--- config.mk ---
export PLATFORM = sky130hd
export DESIGN_NAME = draw_cloud
export DESIGN_NICKNAME = d
export VERILOG_FILES = /design/src/rtl/draw_cloud.sv
export SDC_FILE = /design/constraint.sdc
export NUM_CORES = 1
export LEC_CHECK = 0
export ABC_AREA = 0
export CORE_UTILIZATION = 53
export DETAILED_ROUTE_END_ITERATION = 6
export HOLD_SLACK_MARGIN = 0.12
export PLACE_DENSITY = 0.95
export SYNTH_ARGS = -nofsm -noshare
export SYNTH_HDL_FRONTEND = slang
export SYNTH_SLANG_ARGS = --single-unit
--- constraint.sdc ---
create_clock -name clk -period 6.9 [get_ports clk]
set_input_delay 1.38 -clock clk [delete_from_list [all_inputs] [get_ports clk]]
set_output_delay 1.38 -clock clk [all_outputs]
set_load 0.02 [all_outputs]
--- src/rtl/draw_cloud.sv ---
// rtl/draw_cloud.sv - cloud sprite overlay: ROM address generation and pixel merge, 3-clock latency
// Optional build macro CLOUD_TRANSP_EN: treat KEY_COLOR ROM pixels as transparent.
module draw_cloud #(
    parameter int          WIDTH     = 128,
    parameter int          HEIGHT    = 128,
    parameter logic [11:0] KEY_COLOR = 12'h0F0
) (
    input  logic        clk,
    input  logic        rst_n,
    input  logic [10:0] hcount_in,
    input  logic [10:0] vcount_in,
    input  logic        hsync_in,
    input  logic        vsync_in,
    input  logic        hblnk_in,
    input  logic        vblnk_in,
    input  logic [11:0] rgb_in,
    input  logic [10:0] xpos,
    input  logic [10:0] ypos,
    output logic [13:0] rom_addr,
    input  logic [11:0] rom_rgb,
    output logic [10:0] hcount_out,
    output logic [10:0] vcount_out,
    output logic        hsync_out,
    output logic        vsync_out,
    output logic        hblnk_out,
    output logic        vblnk_out,
    output logic [11:0] rgb_out
);

`ifdef CLOUD_TRANSP_EN
    localparam logic TRANSP = 1'b1;
`else
    localparam logic TRANSP = 1'b0;
`endif

    logic        r_vsync_prev;
    logic [10:0] r_x_lat, r_y_lat;

    logic        r_in_spr_d1, r_hsync_d1, r_vsync_d1, r_hblnk_d1, r_vblnk_d1;
    logic [10:0] r_hcount_d1, r_vcount_d1;
    logic [11:0] r_rgb_d1;

    logic        r_in_spr_d2, r_hsync_d2, r_vsync_d2, r_hblnk_d2, r_vblnk_d2;
    logic [10:0] r_hcount_d2, r_vcount_d2;
    logic [11:0] r_rgb_d2;

    logic [11:0] w_x_end, w_y_end;
    logic [6:0]  w_rel_x, w_rel_y;
    logic        w_in_spr, w_use_rom;

    // 12-bit end coordinates so a sprite near the right/bottom edge never wraps
    assign w_x_end  = {1'b0, r_x_lat} + 12'(WIDTH);
    assign w_y_end  = {1'b0, r_y_lat} + 12'(HEIGHT);
    assign w_rel_x  = hcount_in[6:0] - r_x_lat[6:0];
    assign w_rel_y  = vcount_in[6:0] - r_y_lat[6:0];
    assign w_in_spr = (hcount_in >= r_x_lat) && ({1'b0, hcount_in} < w_x_end) &&
                      (vcount_in >= r_y_lat) && ({1'b0, vcount_in} < w_y_end) &&
                      !hblnk_in && !vblnk_in;
    assign w_use_rom = r_in_spr_d2 && !(TRANSP && (rom_rgb == KEY_COLOR));

    always_ff @(posedge clk or negedge rst_n) begin
        if (!rst_n) begin
            r_vsync_prev <= 1'b0;
            r_x_lat      <= '0;
            r_y_lat      <= '0;
            rom_addr     <= '0;
            r_in_spr_d1  <= 1'b0;
            r_hsync_d1   <= 1'b0;
            r_vsync_d1   <= 1'b0;
            r_hblnk_d1   <= 1'b0;
            r_vblnk_d1   <= 1'b0;
            r_hcount_d1  <= '0;
            r_vcount_d1  <= '0;
            r_rgb_d1     <= '0;
            r_in_spr_d2  <= 1'b0;
            r_hsync_d2   <= 1'b0;
            r_vsync_d2   <= 1'b0;
            r_hblnk_d2   <= 1'b0;
            r_vblnk_d2   <= 1'b0;
            r_hcount_d2  <= '0;
            r_vcount_d2  <= '0;
            r_rgb_d2     <= '0;
            hcount_out   <= '0;
            vcount_out   <= '0;
            hsync_out    <= 1'b0;
            vsync_out    <= 1'b0;
            hblnk_out    <= 1'b0;
            vblnk_out    <= 1'b0;
            rgb_out      <= '0;
        end else begin
            // Position only moves on a vsync rising edge so a frame never tears
            r_vsync_prev <= vsync_in;
            if (vsync_in && !r_vsync_prev) begin
                r_x_lat <= xpos;
                r_y_lat <= ypos;
            end

            rom_addr    <= w_in_spr ? {w_rel_y, w_rel_x} : 14'd0;
            r_in_spr_d1 <= w_in_spr;
            r_hsync_d1  <= hsync_in;
            r_vsync_d1  <= vsync_in;
            r_hblnk_d1  <= hblnk_in;
            r_vblnk_d1  <= vblnk_in;
            r_hcount_d1 <= hcount_in;
            r_vcount_d1 <= vcount_in;
            r_rgb_d1    <= rgb_in;

            // Second stage covers the ROM's registered read
            r_in_spr_d2 <= r_in_spr_d1;
            r_hsync_d2  <= r_hsync_d1;
            r_vsync_d2  <= r_vsync_d1;
            r_hblnk_d2  <= r_hblnk_d1;
            r_vblnk_d2  <= r_vblnk_d1;
            r_hcount_d2 <= r_hcount_d1;
            r_vcount_d2 <= r_vcount_d1;
            r_rgb_d2    <= r_rgb_d1;

            hcount_out  <= r_hcount_d2;
            vcount_out  <= r_vcount_d2;
            hsync_out   <= r_hsync_d2;
            vsync_out   <= r_vsync_d2;
            hblnk_out   <= r_hblnk_d2;
            vblnk_out   <= r_vblnk_d2;
            rgb_out     <= w_use_rom ? rom_rgb : r_rgb_d2;
        end
    end

endmodule
==> summary.md, run 1 <==
| Metric | Value |
|---|---|
| Clock Latency Late Sink | `0.53 ns` |
| Core ar. | `roughly 0.0099 sq mm` |
| Tightest Pin Transition | `approximately 0.91 ns` |
| Kind of critical path | `input pin to flip-flop` |
| Routed WL | `11700 microns` |
| Final HPWL DP | `8009 microns` |
| Share of post-route cells with drive strength above 1 | `0.1043` |
| Min-delay src | `r_vcount_d2[10]` |
| Power per cell area | `294.1 mW/mm^2` |
| Reg2Reg Setup Slack | `4.23 ns` |
| Skew final | `about 0.0064 ns` |
| Vias per cell | `5.142` |
| Util after Layout | `0.7534` |
| Worst Path Required | `7.29 ns` |
| Tightest Hold Check Type | `flip-flop to flip-flop` |
| Boundary pin count | `126` |
| Pre-antenna DRT Iters | `4` |
| Unrepaired setup endpoints after global routing | `false` |
| Sequential share of the synthesized area | `0.6969` |
| Wire per inst | `17.46 microns` |
| Overflow after GRT | `0` |
| Synthesized Nets | `495` |
| FMAX | `between 0.2 and 0.3 GHz` |
| Number of global-route vias before repair | `3546` |
| Synth Area per Inst | `14.10 sq um` |
| Post-CTS setup buffers | `0` |
| Post-synth top cells | `dfrtp_1 (152), inv_1 (36), ha_1 (32)` |
| Maximum vdd drop | `0.1508 mV` |
| Most frequent cell after synthesis | `dfrtp_1` |
| Maxcap violations | `0` |
| GPL Wtd Cong | `0.9065` |
| Starting Density | `0.5533` |
| Endpoints failing hold | `0` |
| Leak | `about 3.3 nW` |
| Longest Clk Path Bufs | `2` |
| CP max-delay cell | `nor4b_1` |
| Pwr Total | `2.186 mW` |
| IO buf count | `125` |
| Commonest register cell after synthesis | `dfrtp_1` |
| Reg2Reg Depth | `8` |
| Die height | `103.5 microns` |
| Synth area leader | `dfrtp_1` |
| R2r endpoint | `rom_addr[13]` |
| Post-synth top area share | `0.6969` |
| Max-slew headroom | `0.3965` |
| Post-synth EDFFs | `0` |
| Final cycle utilization of the critical path | `0.5413` |
| Clk slew on worst S/H paths | `0.06 ns` |
| Clk root buf | `clkbuf_8` |
| Global-route wire length before repair | `17700 microns` |
| Routed Antenna Nets | `0` |
| Yosys cell types | `40` |
| CP max stage delay | `0.47 ns` |
| R2R Path Start | `r_y_lat[0]` |
| Antenna violations before repair | `0` |
| Critical Path AT | `between 4 and 5 ns` |
| Critical path's most frequent cell | `inv_1` |
| Max FO, Critical Path | `15` |
| Crit path cell chain | `clkdlybuf4s50_1, inv_1, ha_1, inv_1, fa_1, a21o_1, a221o_1, a31oi_1, o22ai_2, nor4b_1` |
| DRC | `0` |
| TritonCTS Buffers | `17` |
| Total GRT Usage | `0.2315` |
| Final min period | `approximately 3.7 ns` |
| CP startpoint kind | `input pin` |
| Layout area overhead | `36.18%` |
| Drt initial violations | `157` |
| Synth area leaders | `dfrtp_1 (70%), ha_1 (7.3%), mux2_2 (2.9%)` |
| Die ar. | `0.01071 sq mm` |
| Cells after synthesis | `between 300 and 400` |
| Slew Viols, Final | `0` |
| Status | `finished clean` |
| Post-synthesis cell area | `0.005458 sq mm` |
| Total negative slack | `0 ns` |
| Ys async rst share | `1.000` |
| Final nets | `633` |
| CP Capture Type | `flip-flop` |
| Setup violators final | `0` |
| Site Rows | `36` |
| Hold buffers post-CTS | `0` |
| Largest net degree at the start of global routing | `105` |
| PostCTS Resize Cnt | `0` |
| CTS tree | `yes` |
| Synthesis Warnings | `0` |
| Hold depth | `0` |
| Vias | `3445` |
| H-Tree Depth | `4` |
| Die Span X | `~100 microns` |
| Seq cells post-synth | `152` |
| End of the worst hold path | `vcount_out[10]` |
| CTS sink count | `152` |
| Antenna diodes | `0` |
[final cells by class]
| cell class | count | area [sq um] |
|---|---|---|
| multi-input combinational | 191 | 1476 |
| clock inverter | 11 | 147.6 |
| timing repair buffer | 127 | 1267 |
| inverter | 36 | 135.1 |
| fill | 584 | 2432 |
| tap | 133 | 166.4 |
| clock buffer | 20 | 435.4 |
| sequential | 152 | 3804 |
[report_power, final]
group          internal [mW]  switching [mW]
registers              0.946          0.0223
logic                  0.142           0.171
clock network          0.558           0.346
total                   1.65           0.539
[metrics by stage]
| step | hold slack, ns | cell area, sq um | instances | setup WS [ns] |
|---|---|---|---|---|
| 2_1_floorplan | 0.3312 | 5458 | 387 | 3.580 |
| 3_3_place_gp | 0.3314 | 6849 | 639 | 2.960 |
| 3_5_place_dp | 0.3347 | 6849 | 639 | 2.718 |
| 4_1_cts | 0.3483 | 7432 | 670 | 3.180 |
| 5_1_grt | 0.3493 | 7432 | 670 | 3.022 |
| 6_report | 0.3465 | 7432 | 670 | 3.165 |
[cells in the final DEF, fill, tap and decap left out, types with 2 or more instances in the layout]
cell type and instances:
a21oi_1 14, mux2_2 14, nor2_1 7, clkbuf_16 16
dfrtp_1 152, clkbuf_1 2, nor2b_1 4, inv_1 36
nor4b_1 4, fa_1 2, a21o_1 6, clkdlybuf4s50_1 124
and3_1 2, ha_1 32, nor4_4 2, clkinvlp_4 4
bufinv_16 3, clkinv_2 2, clkbuf_8 2, xnor2_1 6
buf_4 2, a221o_1 3, nand3_1 10, nor3_1 8
a21boi_0 3, nand2_1 27, o21ai_0 27, nand4_1 2
[sequential cells by signal (all words and copies together), names as in the netlist, 11 cells and up]
name,flops
hcount_out,11
r_hcount_d1,11
r_hcount_d2,11
r_rgb_d1,12
r_rgb_d2,12
r_vcount_d1,11
r_vcount_d2,11
r_x_lat,11
r_y_lat,11
rgb_out,12
rom_addr,14
vcount_out,11
[how the worst max path moves through the flow]
stage	startpoint	endpoint	slack, ns	cells after the start
2_1_floorplan	vcount_in[0]	rom_addr[4]	3.58	10
3_3_place_gp	vcount_in[0]	rom_addr[5]	2.96	10
3_5_place_dp	vcount_in[0]	rom_addr[13]	2.72	10
4_1_cts	vcount_in[0]	rom_addr[13]	3.18	10
5_1_grt	vcount_in[0]	rom_addr[13]	3.02	10
6_report	vcount_in[0]	rom_addr[13]	3.16	10
[cells by family after synthesis]
family / Yosys count / synth area share
DFF: 152 / 0.6969
and+or+nand+nor: 73 / 0.07268
AOI/OAI and AO/OA: 63 / 0.07657
buffers and inverters: 44 / 0.03301
adders and majority gates: 34 / 0.08070
muxes: 14 / 0.02889
xor gates and xnor gates: 7 / 0.01123
[metal layers]
metal	share of wire	routed length (microns)	global-route usage
met1	0.37	4275	0.2422
met2	0.53	6242	0.4167
met3	0.074	860	0.08199
met4	0.027	317	0.1051
met5	0	0	0
[worst max-delay path, delay by kind of cell]
family | cells | cell delay (ns)
AOI/OAI and AO/OA | 4 | 1.06
buffers and inverters | 3 | 0.62
adders and majority gates | 2 | 0.59
and+or+nand+nor | 1 | 0.47
Power figures use the tool's default switching activity.
==> run 2: changes to the inputs <==
--- a/config.mk
+++ b/config.mk
@@ -6,10 +6,10 @@
 export NUM_CORES = 1
 export LEC_CHECK = 0
 export ABC_AREA = 0
-export CORE_UTILIZATION = 53
+export CORE_UTILIZATION = 45
 export DETAILED_ROUTE_END_ITERATION = 6
 export HOLD_SLACK_MARGIN = 0.12
-export PLACE_DENSITY = 0.95
+export PLACE_DENSITY = 0.87
 export SYNTH_ARGS = -nofsm -noshare
 export SYNTH_HDL_FRONTEND = slang
 export SYNTH_SLANG_ARGS = --single-unit
==> constraint.sdc (replaced) <==
create_clock -name clk -period 3.2 [get_ports clk]
set_input_delay 0.64 -clock clk [delete_from_list [all_inputs] [get_ports clk]]
set_output_delay 0.64 -clock clk [all_outputs]
set_load 0.02 [all_outputs]
==> summary.md, run 2 (synthesis gave the netlist of run 1 again) <==
| Metric | Value |
|---|---|
| FMAX | `0.3441 GHz` |
| Die Span X | `112.1 microns (+8.4%)` |
| Largest net degree at the start of global routing | `102 (-2.9%)` |
| Endpoints failing hold | `0 (unchanged)` |
| Vias | `3316 (-3.7%)` |
| Routed Antenna Nets | `0 (unchanged)` |
| Max-slew headroom | `0.4055 (+0.009063)` |
| Reg2Reg Depth | `8 (unchanged)` |
| Final min period | `2.906 ns` |
| Antenna violations before repair | `0 (unchanged)` |
| Final HPWL DP | `7532 microns (-6.0%)` |
| Crit path cell chain | `clkdlybuf4s50_1, inv_1, ha_1, inv_1, fa_1, a21o_1, a221o_1, a31oi_1, o22ai_2, nor4b_1` |
| TritonCTS Buffers | `17 (unchanged)` |
| Largest register by flop count | `rom_addr` |
| Max FO, Critical Path | `15 (unchanged)` |
| Global-route wire length before repair | `16930 microns (-4.4%)` |
| Vias per cell | `4.862 (-5.4%)` |
| R2R Path Start | `r_y_lat[0]` |
| Kind of critical path | `input pin to flip-flop` |
| Critical Path AT | `3.21 ns (-0.91 ns)` |
| GPL Wtd Cong | `0.8264 (-8.8%)` |
| Skew final | `0.01097 ns (+0.004544 ns)` |
| Final cycle utilization of the critical path | `0.9082` |
| Critical path's most frequent cell | `inv_1` |
| Pre-antenna DRT Iters | `7 (+3)` |
| Boundary pin count | `126 (unchanged)` |
| Setup WS pre-CTS | `-0.1591 ns (-2.877 ns)` |
| CTS sink count | `152 (unchanged)` |
| Worst Path Required | `3.50 ns (-3.79 ns)` |
| Maximum vdd drop | `0.3324 mV (+120%)` |
| Worst setup margin | `0.2938 ns (-2.871 ns)` |
| CP max stage delay | `0.43 ns (-0.04 ns)` |
| Most common cell after layout, fill and taps aside | `dfrtp_1` |
| Site Rows | `39 (+8.3%)` |
| CP max-delay cell | `clkdlybuf4s50_1` |
| Die height | `112.1 microns (+8.4%)` |
| Total GRT Usage | `0.1796 (-0.05183)` |
| Tightest Pin Transition | `0.8917 ns (-0.01359 ns)` |
| Post-CTS setup buffers | `0 (unchanged)` |
| Clock Latency Late Sink | `0.42 ns (-0.11 ns)` |
| CP Capture Type | `flip-flop` |
| Final nets | `634 (+0.16%)` |
| Setup violators final | `0 (unchanged)` |
| Slew Viols, Final | `0 (unchanged)` |
| Layout area overhead | `37.51%` |
| Longest Clk Path Bufs | `2 (unchanged)` |
| Antenna diodes | `0 (unchanged)` |
| Placed cell count | `650 (+1.7%)` |
| CTS tree | `yes` |
| DRC | `15 (+15)` |
| Critical path launch point | `vcount_in[0]` |
| Tightest Hold Check Type | `input pin to async pin` |
| H-Tree Depth | `4 (unchanged)` |
| Maxcap violations | `0 (unchanged)` |
| Final Instance Count excl. Fillers | `682 (+1.8%)` |
| Die ar. | `0.01257 sq mm (+17%)` |
| Starting Density | `0.4699 (-0.08333)` |
| Drt initial violations | `229 (+46%)` |
| Share of post-route cells with drive strength above 1 | `0.1113 (+0.007034)` |
| Wire per inst | `15.48 microns (-11%)` |
| IO buf count | `125 (unchanged)` |
| Hold buffers post-CTS | `0 (unchanged)` |
| Failing checks | `design-rule violations` |
| Number of flip-flops in the largest register | `14 (unchanged)` |
| Clk root buf | `clkbuf_16` |
| Clk slew on worst S/H paths | `0.06 ns (about the same)` |
| Routed WL | `10560 microns (-9.7%)` |
| PostCTS Resize Cnt | `0 (unchanged)` |
| Overflow after GRT | `0 (unchanged)` |
| Commonest cells after routing, fill and taps aside | `dfrtp_1 (152), clkdlybuf4s50_1 (124), inv_1 (36), ha_1 (32)` |
| Worst hold margin | `0.3125 ns (-0.03398 ns)` |
| Number of global-route vias before repair | `3516 (-0.85%)` |
| CP startpoint kind | `input pin` |
| Core ar. | `0.01161 sq mm (+18%)` |
| Status | `complete, but fails checks` |
| Leak | `3.381 nW (+1.2%)` |
| Unrepaired setup endpoints after global routing | `false` |
| Power per cell area | `642.7 mW/mm^2 (+120%)` |
run 2: cell count changes in the layout (fill, tap and decap cells not counted), sizes merged:
cell,delta
inv,+6
clkinvlp,-3
clkbuf,-2
buf,+1
run 2: cell type report:
cell class / count / area [sq um]
well taps: 143 / 178.9
repair buffers: 128 / 1287
clock buffers: 18 / 439.2
fillers: 835 / 4109
multi-input cells: 191 / 1476
inverters: 36 / 135.1
flip-flops and latches: 152 / 3804
clock inverters: 14 / 183.9
run 2: worst max-delay path: cells and delay by family:
| family | cells | cell delay (ns) |
|---|---|---|
| compound gates | 4 | 1.01 |
| fa+ha+maj | 2 | 0.60 |
| simple gates | 1 | 0.40 |
| buf+inv | 3 | 0.57 |
run 2: metrics by stage:
stage / setup TNS [ns] / power [mW] / instance area (sq um) / util
2_1_floorplan: 0 / 2.487 / 5458 / -
3_3_place_gp: 0 / 2.744 / 6882 / 0.5925
3_5_place_dp: -0.6241 / 2.781 / 6882 / 0.5925
4_1_cts: 0 / 4.862 / 7505 / 0.6462
5_1_grt: 0 / 5.021 / 7505 / 0.6462
6_report: 0 / 4.823 / 7505 / 0.6462
run 2: report_power, final:
group	total, mW	switching [mW]	internal [mW]
combinational	0.662	0.353	0.309
sequential	2.08	0.0439	2.04
clock	2.08	0.810	1.27
run 2: path summary, 6_finish.rpt:
path / end / slack (ns)
worst max-delay path: rom_addr[13] / 0.29
worst min-delay path: hsync_out / 0.31
worst max register to register: rom_addr[13] / 0.66
worst min register to register: vsync_out / 0.34
max in group asynchronous: r_rgb_d1[4] / 2.12
min in group clk: vsync_out / 0.34
run 2: layer usage:
layer | up-vias | GRT usage | share of wire
li1 | 1581 | - | -
met1 | 1621 | 0.2085 | 0.41
met2 | 106 | 0.2994 | 0.50
met3 | 8 | 0.07451 | 0.084
met4 | 0 | 0.06667 | 0.0088
met5 | - | 0 | 0
==> run 3: changes to the inputs <==
==> constraint.sdc (replaced) <==
create_clock -name clk -period 2.4 [get_ports clk]
set_input_delay 0.48 -clock clk [delete_from_list [all_inputs] [get_ports clk]]
set_output_delay 0.48 -clock clk [all_outputs]
set_load 0.02 [all_outputs]
==> summary.md, run 3 (synthesis gave the netlist of run 1 again) <==
| Metric | Value |
|---|---|
| Crit path cell chain | `dlygate4sd2_1, inv_1, ha_4, inv_4, fa_2, a21o_1, a221o_1, a31oi_4, o22ai_4, buf_12, buf_16, nor3_2` |
| IO buf count | `125 (unchanged)` |
| Core ar. | `0.01161 sq mm (unchanged)` |
| Power per cell area | `808.9 mW/mm^2 (+26%)` |
| FMAX | `between 0.4 and 0.5 GHz` |
| Critical Path AT | `2.71 ns (-0.50 ns)` |
| Finished Cell Area | `0.008167 sq mm (+8.8%)` |
| Drt initial violations | `188 (-18%)` |
| Final cycle utilization of the critical path | `0.9985` |
| Clk pwr share | `0.381 (-0.050)` |
| CTS tree | `yes` |
| Boundary pin count | `126 (unchanged)` |
| DRC | `16 (+1)` |
| Clk slew on worst S/H paths | `0.06 ns (about the same)` |
| Slew Viols, Final | `0 (unchanged)` |
| Total GRT Usage | `0.2183 (+0.03872)` |
| Comb pwr share | `0.197 (+0.060)` |
| R2R Path Start | `r_y_lat[0]` |
| Worst Path Required | `2.72 ns (-0.78 ns)` |
| Overflow after GRT | `0 (unchanged)` |
| Leak | `3.710 nW (+9.7%)` |
| Max-slew headroom | `0.6096 (+0.2041)` |
| CP max stage delay | `0.36 ns (-0.07 ns)` |
| Final nets | `687 (+8.4%)` |
| Sequential power share | `0.422 (-0.010)` |
| Antenna violations before repair | `0 (unchanged)` |
| Routing usage on met1 | `0.2334 (+0.02492)` |
| Starting Density | `0.4699 (unchanged)` |
| CTS sink count | `152 (unchanged)` |
| Global route hottest layer | `met2` |
| Pre-antenna DRT Iters | `6 (-1)` |
| Routed Antenna Nets | `0 (unchanged)` |
| Number of global-route vias before repair | `4064 (+16%)` |
| TritonCTS Buffers | `17 (unchanged)` |
| Routed WL | `13360 microns (+27%)` |
| Maxcap violations | `0 (unchanged)` |
| Post-DP Area | `0.007192 sq mm (+4.5%)` |
| M3 GR Usage | `0.07073 (-0.003780)` |
| Sw power | `1.707 mW (+41%)` |
| Layout area overhead | `49.63%` |
| Status | `complete, but fails checks` |
| Skew final | `0.008488 ns (-0.002480 ns)` |
| Maximum vdd drop | `0.4708 mV (+42%)` |
| Final Instance Count excl. Fillers | `734 (+7.6%)` |
| Site Rows | `39 (unchanged)` |
| Number of flip-flops in the largest register | `14 (unchanged)` |
| Largest register by flop count | `rom_addr` |
| Internal | `4.898 mW (+35%)` |
| Commonest cells after routing, fill and taps aside | `dfrtp_1 (151), clkdlybuf4s50_1 (121), buf_4 (47), inv_1 (35)` |
| CP Capture Type | `flip-flop` |
| Largest net degree at the start of global routing | `65 (-36%)` |
| Min-delay src | `hcount_in[0]` |
| Final min period | `between 2 and 2.5 ns` |
| Critical path launch point | `vcount_in[0]` |
| Tightest Pin Transition | `0.5856 ns (-0.3061 ns)` |
| Die ar. | `0.01257 sq mm (unchanged)` |
| Endpoints failing hold | `0 (unchanged)` |
| Met2 Usage GRT | `0.3996 (+0.1002)` |
| Most common cell after layout, fill and taps aside | `dfrtp_1` |
| Vias per cell | `5.033 (+3.5%)` |
| CP max-delay cell | `fa_2` |
| Die Span X | `112.1 microns (unchanged)` |
| Clk root buf | `clkbuf_16` |
| Longest Clk Path Bufs | `2 (unchanged)` |
| H-Tree Depth | `4 (unchanged)` |
| Unrepaired setup endpoints after global routing | `true` |
| Vias | `3694 (+11%)` |
| Wire per inst | `18.20 microns (+18%)` |
| Tightest Hold Check Type | `input pin to flip-flop` |
| Placed cell count | `686 (+5.5%)` |
| Share of post-route cells with drive strength above 1 | `0.2301 (+0.1188)` |
| GPL Wtd Cong | `0.8138 (-1.5%)` |
| Sw Ratio | `0.2585 (+0.008179)` |
| Max FO, Critical Path | `7 (-8)` |
| Antenna diodes | `0 (unchanged)` |
| Failing checks | `design-rule violations` |
| CP startpoint kind | `input pin` |
| Die height | `112.1 microns (unchanged)` |
| Kind of critical path | `input pin to flip-flop` |
| Final HPWL DP | `8579 microns (+14%)` |
| Clock Latency Late Sink | `0.41 ns (about the same)` |
| Pwr Total | `6.606 mW (+37%)` |
| Setup violators final | `0 (unchanged)` |
| Global-route wire length before repair | `20390 microns (+20%)` |
-- run 3: cell count changes in the layout (fill, tap and decap cells not counted), sizes merged, moves of 2 or more --
| cell | previous run | this run |
|---|---|---|
| clkbuf | 18 | 21 |
| buf | 4 | 55 |
| clkinvlp | 1 | 4 |
| clkdlybuf4s50 | 124 | 121 |
| dlygate4sd2 | 0 | 2 |
| inv | 43 | 38 |
-- run 3: final timing paths --
path,end,slack [ns],cells past startpoint
worst min-delay path,r_hcount_d1[0],0.27,1
min in group asynchronous,r_rgb_d2[11],0.62,2
max in group asynchronous,rom_addr[5],1.10,3
worst max register to register,rom_addr[1],0.02,10
worst min register to register,r_rgb_d2[3],0.35,0
worst max-delay path,rom_addr[1],0.004,12
-- run 3: timing repair --
| item | CTS | global route |
|---|---|---|
| pin swaps | 13 | 14 |
| buffers inserted | 4 | 10 |
| cloned | 1 | 1 |
| endpoints found under the setup margin | 15 | 15 |
| resized for setup | 19 | 24 |
| hold buffers | 1 | 0 |
| hold endpoints to repair | 62 | 0 |
-- run 3: per-layer routing --
metal,wire [microns],part of all wire
met5,0,0
met1,4888,0.37
met3,811,0.061
met2,7311,0.55
met4,349,0.026
-- run 3: layout make-up --
cell class                 instances  area, sq um
clock inverter                    11        122.6
tap                              143        178.9
inverter                          36        137.6
multi-input combinational        191         1698
timing repair buffer             181         1788
clock buffer                      20        436.7
fill                             738         3447
sequential                       152         3805
-- run 3: through the flow --
stage	setup slack [ns]	hold WS, ns	util	TNS, ns
global route	-0.08453	0.2574	0.7032	-0.5180
floorplan	0.01452	0.1844	-	0
detailed placement	-0.6304	0.3347	0.6193	-7.391
finish	0.003542	0.2655	0.7032	0
CTS	-0.06841	0.3134	0.6818	-0.5350
global placement	-0.4802	0.3315	0.6193	-6.055
-- run 3: power groups by stage --
stage | Clock (mW) | Sequential, mW | Combinational [mW]
3_3_place_gp | 0 | 2.81 | 0.979
6_report | 2.52 | 2.79 | 1.30
3_5_place_dp | 0 | 2.83 | 1.03
2_1_floorplan | 0 | 2.86 | 0.455
4_1_cts | 2.56 | 2.79 | 1.16
5_1_grt | 2.66 | 2.80 | 1.41
-- run 3: worst max-delay path, delay by kind of cell --
kind | cells | cell delay (ns)
AOI/OAI and AO/OA | 4 | 0.86
buffers and inverters | 5 | 0.66
adders and majority gates | 2 | 0.53
and+or+nand+nor | 1 | 0.18
